$ cat src/rtl/dmac_pkg.sv
// Shared AHB encodings and default widths for the DMA controller.
// The optional DMAC_FIXED_ADDR_EN build macro is consumed by dmac_channel_dpath.
package dmac_pkg;

    localparam int DMAC_ADDR_W = 32;
    localparam int DMAC_DATA_W = 32;
    localparam int DMAC_TS_W   = 16;
    localparam int DMAC_BS_W   = 8;

    typedef enum logic [1:0] {
        HTRANS_IDLE    = 2'b00,
        HTRANS_BUSY    = 2'b01,
        HTRANS_NON_SEQ = 2'b10,
        HTRANS_SEQ     = 2'b11
    } htrans_t;

    typedef enum logic [2:0] {
        HSIZE_BYTE  = 3'b000,
        HSIZE_HALF  = 3'b001,
        HSIZE_WORD  = 3'b010,
        HSIZE_DWORD = 3'b011,
        HSIZE_4WORD = 3'b100,
        HSIZE_8WORD = 3'b101,
        HSIZE_512   = 3'b110,
        HSIZE_1024  = 3'b111
    } hsize_t;

    typedef enum logic [1:0] {
        HRESP_OKAY  = 2'b00,
        HRESP_ERROR = 2'b01,
        HRESP_RETRY = 2'b10,
        HRESP_SPLIT = 2'b11
    } hresp_t;

endpackage

$ cat src/rtl/dmac_fifo.sv
// Show-ahead channel data FIFO with extra-bit pointers and a sticky overflow flag.
// A push while full is only accepted when a pop frees the slot in the same cycle.
module dmac_fifo #(
    parameter int DATA_W     = 32,
    parameter int FIFO_DEPTH = 16
) (
    input  logic              clk,
    input  logic              rst,
    input  logic              wr_en,
    input  logic              rd_en,
    input  logic [DATA_W-1:0] wr_data,
    output logic [DATA_W-1:0] rd_data,
    output logic              full,
    output logic              empty,
    output logic              ovf
);

    localparam int AW = $clog2(FIFO_DEPTH);

    logic [DATA_W-1:0] mem [FIFO_DEPTH];
    logic [AW:0]       wr_ptr_reg;
    logic [AW:0]       rd_ptr_reg;
    logic              ovf_reg;
    logic              do_push;
    logic              do_pop;

    assign empty   = (wr_ptr_reg == rd_ptr_reg);
    assign full    = (wr_ptr_reg[AW] != rd_ptr_reg[AW]) &&
                     (wr_ptr_reg[AW-1:0] == rd_ptr_reg[AW-1:0]);
    assign do_pop  = rd_en && !empty;
    assign do_push = wr_en && (!full || do_pop);
    assign ovf     = ovf_reg;
    assign rd_data = empty ? '0 : mem[rd_ptr_reg[AW-1:0]];

    always_ff @(posedge clk) begin
        if (rst) begin
            wr_ptr_reg <= '0;
            rd_ptr_reg <= '0;
            ovf_reg    <= 1'b0;
        end else begin
            if (do_push) wr_ptr_reg <= wr_ptr_reg + 1'b1;
            if (do_pop)  rd_ptr_reg <= rd_ptr_reg + 1'b1;
            if (wr_en && !do_push) ovf_reg <= 1'b1;
        end
    end

    // Storage is not reset; the pointers alone define valid contents.
    always_ff @(posedge clk) begin
        if (do_push) mem[wr_ptr_reg[AW-1:0]] <= wr_data;
    end

endmodule

$ cat src/rtl/dmac_channel_dpath.sv
// Per-channel DMA datapath: address counters, size/burst/beat counters, status and FIFO.
// Build macro DMAC_FIXED_ADDR_EN adds cfg_src_fixed/cfg_dst_fixed to hold addresses on steps.
module dmac_channel_dpath
    import dmac_pkg::*;
#(
    parameter int ADDR_W     = DMAC_ADDR_W,
    parameter int DATA_W     = DMAC_DATA_W,
    parameter int TS_W       = DMAC_TS_W,
    parameter int BS_W       = DMAC_BS_W,
    parameter int FIFO_DEPTH = 16
) (
    input  logic              clk,
    input  logic              rst,
    input  logic [ADDR_W-1:0] cfg_src_addr,
    input  logic [ADDR_W-1:0] cfg_dst_addr,
    input  logic [TS_W-1:0]   cfg_trans_size,
    input  logic [BS_W-1:0]   cfg_burst_size,
    input  logic [2:0]        cfg_hsize,
`ifdef DMAC_FIXED_ADDR_EN
    input  logic              cfg_src_fixed,
    input  logic              cfg_dst_fixed,
`endif
    input  logic              b_sel,
    input  logic              d_sel,
    input  logic              t_sel,
    input  logic              s_sel,
    input  logic              h_sel,
    input  logic              d_en,
    input  logic              s_en,
    input  logic              ts_en,
    input  logic              burst_en,
    input  logic              count_en,
    input  logic              rd_en,
    input  logic              wr_en,
    input  logic [DATA_W-1:0] HRData,
    output logic [ADDR_W-1:0] HAddr,
    output logic [DATA_W-1:0] HWData,
    output logic [2:0]        HSize,
    output logic              bsz,
    output logic              tslb,
    output logic              tsz,
    output logic              fifo_full,
    output logic              fifo_empty,
    output logic              fifo_ovf
);

    logic [ADDR_W-1:0] src_addr_reg, src_addr_next;
    logic [ADDR_W-1:0] dst_addr_reg, dst_addr_next;
    logic [TS_W-1:0]   ts_rem_reg, ts_rem_next;
    logic [BS_W-1:0]   burst_len_reg, burst_len_next;
    logic [BS_W-1:0]   beat_cnt_reg, beat_cnt_next;

    logic [ADDR_W-1:0] inc;
    logic [ADDR_W-1:0] src_step;
    logic [ADDR_W-1:0] dst_step;
    logic [TS_W-1:0]   ts_next;
    logic [TS_W-1:0]   burst_cand;
    logic [BS_W-1:0]   burst_load;

    assign inc = ADDR_W'(1) << cfg_hsize;

`ifdef DMAC_FIXED_ADDR_EN
    assign src_step = cfg_src_fixed ? '0 : inc;
    assign dst_step = cfg_dst_fixed ? '0 : inc;
`else
    assign src_step = inc;
    assign dst_step = inc;
`endif

    // Remaining size after the current burst, saturating at zero.
    assign ts_next = (ts_rem_reg > TS_W'(burst_len_reg)) ?
                     (ts_rem_reg - TS_W'(burst_len_reg)) : '0;

    assign burst_cand = b_sel ? ts_next : (t_sel ? cfg_trans_size : ts_rem_reg);
    assign burst_load = (burst_cand < TS_W'(cfg_burst_size)) ?
                        burst_cand[BS_W-1:0] : cfg_burst_size;

    always_comb begin
        src_addr_next  = src_addr_reg;
        dst_addr_next  = dst_addr_reg;
        ts_rem_next    = ts_rem_reg;
        burst_len_next = burst_len_reg;
        beat_cnt_next  = beat_cnt_reg;

        if (s_en)     src_addr_next  = s_sel ? cfg_src_addr : (src_addr_reg + src_step);
        if (d_en)     dst_addr_next  = d_sel ? cfg_dst_addr : (dst_addr_reg + dst_step);
        if (ts_en)    ts_rem_next    = t_sel ? cfg_trans_size : ts_next;
        if (burst_en) burst_len_next = burst_load;

        if (ts_en && t_sel)
            beat_cnt_next = '0;
        else if (count_en)
            beat_cnt_next = bsz ? '0 : (beat_cnt_reg + BS_W'(1));
    end

    always_ff @(posedge clk) begin
        if (rst) begin
            src_addr_reg  <= '0;
            dst_addr_reg  <= '0;
            ts_rem_reg    <= '0;
            burst_len_reg <= '0;
            beat_cnt_reg  <= '0;
        end else begin
            src_addr_reg  <= src_addr_next;
            dst_addr_reg  <= dst_addr_next;
            ts_rem_reg    <= ts_rem_next;
            burst_len_reg <= burst_len_next;
            beat_cnt_reg  <= beat_cnt_next;
        end
    end

    assign bsz   = (beat_cnt_reg == burst_len_reg);
    assign tsz   = (ts_rem_reg == '0);
    assign tslb  = (ts_next < TS_W'(cfg_burst_size));
    assign HAddr = h_sel ? dst_addr_reg : src_addr_reg;
    assign HSize = cfg_hsize;

    dmac_fifo #(
        .DATA_W     (DATA_W),
        .FIFO_DEPTH (FIFO_DEPTH)
    ) u_fifo (
        .clk     (clk),
        .rst     (rst),
        .wr_en   (wr_en),
        .rd_en   (rd_en),
        .wr_data (HRData),
        .rd_data (HWData),
        .full    (fifo_full),
        .empty   (fifo_empty),
        .ovf     (fifo_ovf)
    );

endmodule

$ cat config.mk
export PLATFORM = sky130hd
export DESIGN_NAME = dmac_channel_dpath
export DESIGN_NICKNAME = d
export VERILOG_FILES = /design/src/rtl/dmac_pkg.sv /design/src/rtl/dmac_fifo.sv /design/src/rtl/dmac_channel_dpath.sv
export SDC_FILE = /design/constraint.sdc
export NUM_CORES = 1
export LEC_CHECK = 0
export BUFFER_PORTS_ARGS = -buffer_cell sky130_fd_sc_hd__buf_2
export CORE_MARGIN = 2
export CORE_UTILIZATION = 26
export DETAILED_ROUTE_END_ITERATION = 7
export PLACE_DENSITY = 0.42
export SLEW_MARGIN = 10
export SYNTH_ARGS = -nofsm -noshare
export SYNTH_HDL_FRONTEND = slang
export SYNTH_SLANG_ARGS = --single-unit
$ cat constraint.sdc
create_clock -name clk -period 4.1 [get_ports clk]
set_input_delay 0 -clock clk [delete_from_list [all_inputs] [get_ports clk]]
set_output_delay 0 -clock clk [all_outputs]
set_load 0.01 [all_outputs]
==> summary by stage <==
Outcome
The flow ran to the end, and the final reports show no timing, DRC or antenna violations.

Power
Of the total power, registers draw 0.431. IR analysis of the VDD net gives a maximum drop of 0.245 mV. The internal power of the cells totals 12,100 uW. The proportion of total power due to net switching is 0.269.

For this design the ratio of total power to cell area is 470 nW/um^2. The reported leakage power is 0.0120 uW. The share of total power dissipated in combinational logic is 0.186. The proportion of power drawn by the clock network is 0.383. The net load switching power is 4470 uW.

Yosys
The top cell type's share of synthesized area is 0.551. Synthesis produced a netlist with a net count of 2,076. The average instance area after synthesis is 14.8 sq um. Synthesis produced a netlist whose cell count is 1,892.

The leading register cell type out of synthesis is sky130_fd_sc_hd__edfxtp_1. The post-synthesis sequential area ratio is 0.630. The netlist area before placement is 27,900 sq um. The most area-hungry cell type in the Yosys netlist is sky130_fd_sc_hd__edfxtp_1. After synthesis, the cell types taking the most area are sky130_fd_sc_hd__edfxtp_1 55%, sky130_fd_sc_hd__mux4_2 10%, sky130_fd_sc_hd__dfxtp_1 8.0%. The number of different library cells used by synthesis comes to 95. The synthesized design contains 512 enable-type register cells. Counting flops with an async set or reset pin after synthesis yields a share of 0. The count of synthesis-stage warnings from yosys is 0.

The flip-flop and latch count after synthesis is 623.

Critical path
The largest single stage delay on the critical path is 460 ps. At the worst endpoint, the required time is 4640 ps. The slowest stage of the critical path is the sky130_fd_sc_hd__or4_1 cell. The path type of the worst setup path is register to register. The critical path data arrival time is 4480 ps. The startpoint kind of the worst setup timing path is a register.

Of all nets on the critical path, the largest fanout is 5. Walking the worst path, the cells encountered are inv_1, ha_2, nand4_2, nor3_4, nor2_2, o21a_1, and2_4, a211oi_2, ha_1, a21oi_2, nor2_1, a211oi_1, o211ai_1, a211o_2, or4_1, a41oi_2. The kind of capture point of the worst setup path is a register.

Routing
Dividing the detail-routed wire length by the instance count gives 22.2 microns. The number of optimization iterations in the first detailed-route pass is 5. The number of DRC violations after detailed routing is 0. The average via count per standard cell is 4.86. Wires add up to 83.8 mm. The post-route antenna net violation count is 0. After the first detailed-routing iteration, the DRC count stood at 1,229. The final route contains 18,373 vias.

Clock network
TritonCTS created 75 clock buffers. At the later pin of the worst-skew pair, clock insertion delay measures 640 ps. The depth of the CTS H-tree is 3. The TritonCTS clock tree is yes. The cell at the root of the clock tree is sky130_fd_sc_hd__clkbuf_16. The longest clock path from root to sink contains 3 buffers.

After clock tree synthesis, the clock-pin slew on the worst setup and hold paths is 60 ps. The clock sink count is 623.

Placed design
Before CTS, the worst setup slack after placement is 7.13 ps. The placed instances occupy a cell area of 31,100 sq um. The detailed-placement wirelength estimate is 51.7 mm. Routability-driven placement finished with a final weighted congestion of 0.857.

The port buffer count is 209.

GRT
The via count of the first global-routing pass is 19,258. The largest net degree at the start of global routing is 66. The number of antenna violations at the first check in global routing was 7. For this run, the total global-route usage over all layers was measured as 0.151. The wire length of the first global-routing pass is 125 mm.

The remaining global-route overflow is 0.

Run
The count of max-cap constraint violations is 0.

Floorplanning
For this design the top-level I/O count stands at 210. The die area is 110,000 sq um. The width of the die is 332 microns. The total number of placement rows is 120. The initial core utilization is 0.261.

The height of the die is 332 microns. The total core area is 107,000 sq um.

Finish
The area growth from synthesis to layout is 26.5%. The flip-flop count of the largest register, all copies and words added is 512. The layout cell share with drive strength beyond 1 is 0.266. The finished cells cover 35,300 sq um. After the last flow step, the layout net total stands at 2,505.

STA
The highest achievable clock rate is 253 MHz. The total count of hold-check failures in the final report is 0. Subtracting the final worst setup slack from the clock period gives 3950 ps. Across the routed clock network, the largest skew measured is 25.1 ps. The total count of max-transition violations in the final report is 0.

Setup slack on the critical path of the routed design comes to 154 ps. The slew at the pin closest to its max-slew limit is 1030 ps. Measured against its own limit, the worst slew margin works out to 0.311.

The final period utilization is 0.962. Setup violations remaining at the end of the flow were counted as 0.

Worst hold path
The worst hold path belongs to the class input pin to register.
[critical path, delay by kind of cell (launching register included)]
kind,cells,cell delay [ps]
simple gates,6,1190
fa+ha+maj,2,710
buf+inv,1,110
flops,1,350
compound gates,7,1490
[power by group through the flow]
stage          logic, uW  clock network (uW)  registers [uW]
2_1_floorplan       1920                   0            7190
3_3_place_gp        2910                   0            7280
3_5_place_dp        2910                   0            7290
4_1_cts             3100                6580            7150
5_1_grt             3390                6790            7170
6_report            3090                6360            7150
[cells by family (layout without fill, tap and decap cells)]
kind of cell               after synthesis  count (layout)  synth area share
DFF                                    623             623             0.630
adders and majority gates               47              47            0.0219
AOI/OAI and AO/OA                      383             384            0.0985
and+or+nand+nor                        423             423            0.0772
xor gates and xnor gates                45              45            0.0141
other                                    0               2                 0
muxes                                  205             205             0.132
buffers and inverters                  166             646            0.0255
[layout by cell type, fill, tap and decap left out, drive strengths merged, types with 7 or more instances in the layout]
cell / n
edfxtp: 512
buf: 297
dlygate4sd3: 175
nor2: 140
mux4: 128
dfxtp: 111
a211oi: 97
clkbuf: 95
o21ai: 69
nand2: 67
a21oi: 51
inv: 47
mux2i: 44
ha: 44
nor2b: 43
mux2: 33
nor3: 31
xnor2: 27
and3: 27
nand3: 26
clkinv: 24
a311oi: 22
nand4: 21
a22oi: 19
o211ai: 18
xor2: 18
a31oi: 17
nor4: 16
a21o: 10
and2: 9
o21a: 7
nand2b: 7
and4: 7
[per-layer routing]
metal | track usage | share of wire | routed length [microns]
met5 | 0 | 0.00082 | 69
met4 | 0.0512 | 0.029 | 2420
met3 | 0.0305 | 0.051 | 4250
met2 | 0.253 | 0.48 | 40500
met1 | 0.194 | 0.44 | 36600
[synthesized netlist by cell type, drive strengths merged, types with 29 or more instances]
master	number
clkbuf	91
ha	44
a21oi	51
mux4	128
mux2i	44
buf	29
nor2b	43
o21ai	69
dfxtp	111
nor2	140
nand2	67
nor3	31
edfxtp	512
a211oi	97
mux2	33
inv	44
[final timing paths]
| path | start | to | slack [ps] | cells after the start |
|---|---|---|---|---|
| min reg2reg | src_addr_reg[6] | src_addr_reg[6] | 520 | 1 |
| max reg2reg | burst_len_reg[6] | burst_len_reg[2] | 150 | 16 |
| max | burst_len_reg[6] | burst_len_reg[2] | 150 | 16 |
| min | d_en | dst_addr_reg[21] | 50 | 4 |
[timing repair]
item	4_1_cts	5_1_grt
pin swaps	4	14
buffers inserted	3	3
hold endpoints to repair	623	0
hold buffers	175	0
gates cloned	1	0
setup endpoints to repair	5	9
resized for setup	4	23
[per-stage QoR]
step                utilization  power [uW]  hold slack, ps  std cells  TNS, ps
floorplan                     -        9110            91.8       1892        0
global placement          0.291       10200             242       3465    -15.1
detailed placement        0.291       10200             242       3465        0
CTS                       0.330       16800           0.964       3773        0
global route              0.331       17300            53.4       3777    -11.7
finish                    0.331       16600            46.5       3778        0
[layout make-up]
class | count | area (sq um)
well taps | 1403 | 1760
clock buffers | 95 | 1970
diodes | 2 | 5.00
fillers | 10431 | 71400
multi-input cells | 1104 | 9840
flip-flops and latches | 623 | 17600
clock inverters | 34 | 350
repair buffers | 472 | 3610
inverters | 45 | 169
Note: power is estimated with default switching activity, not from simulation.
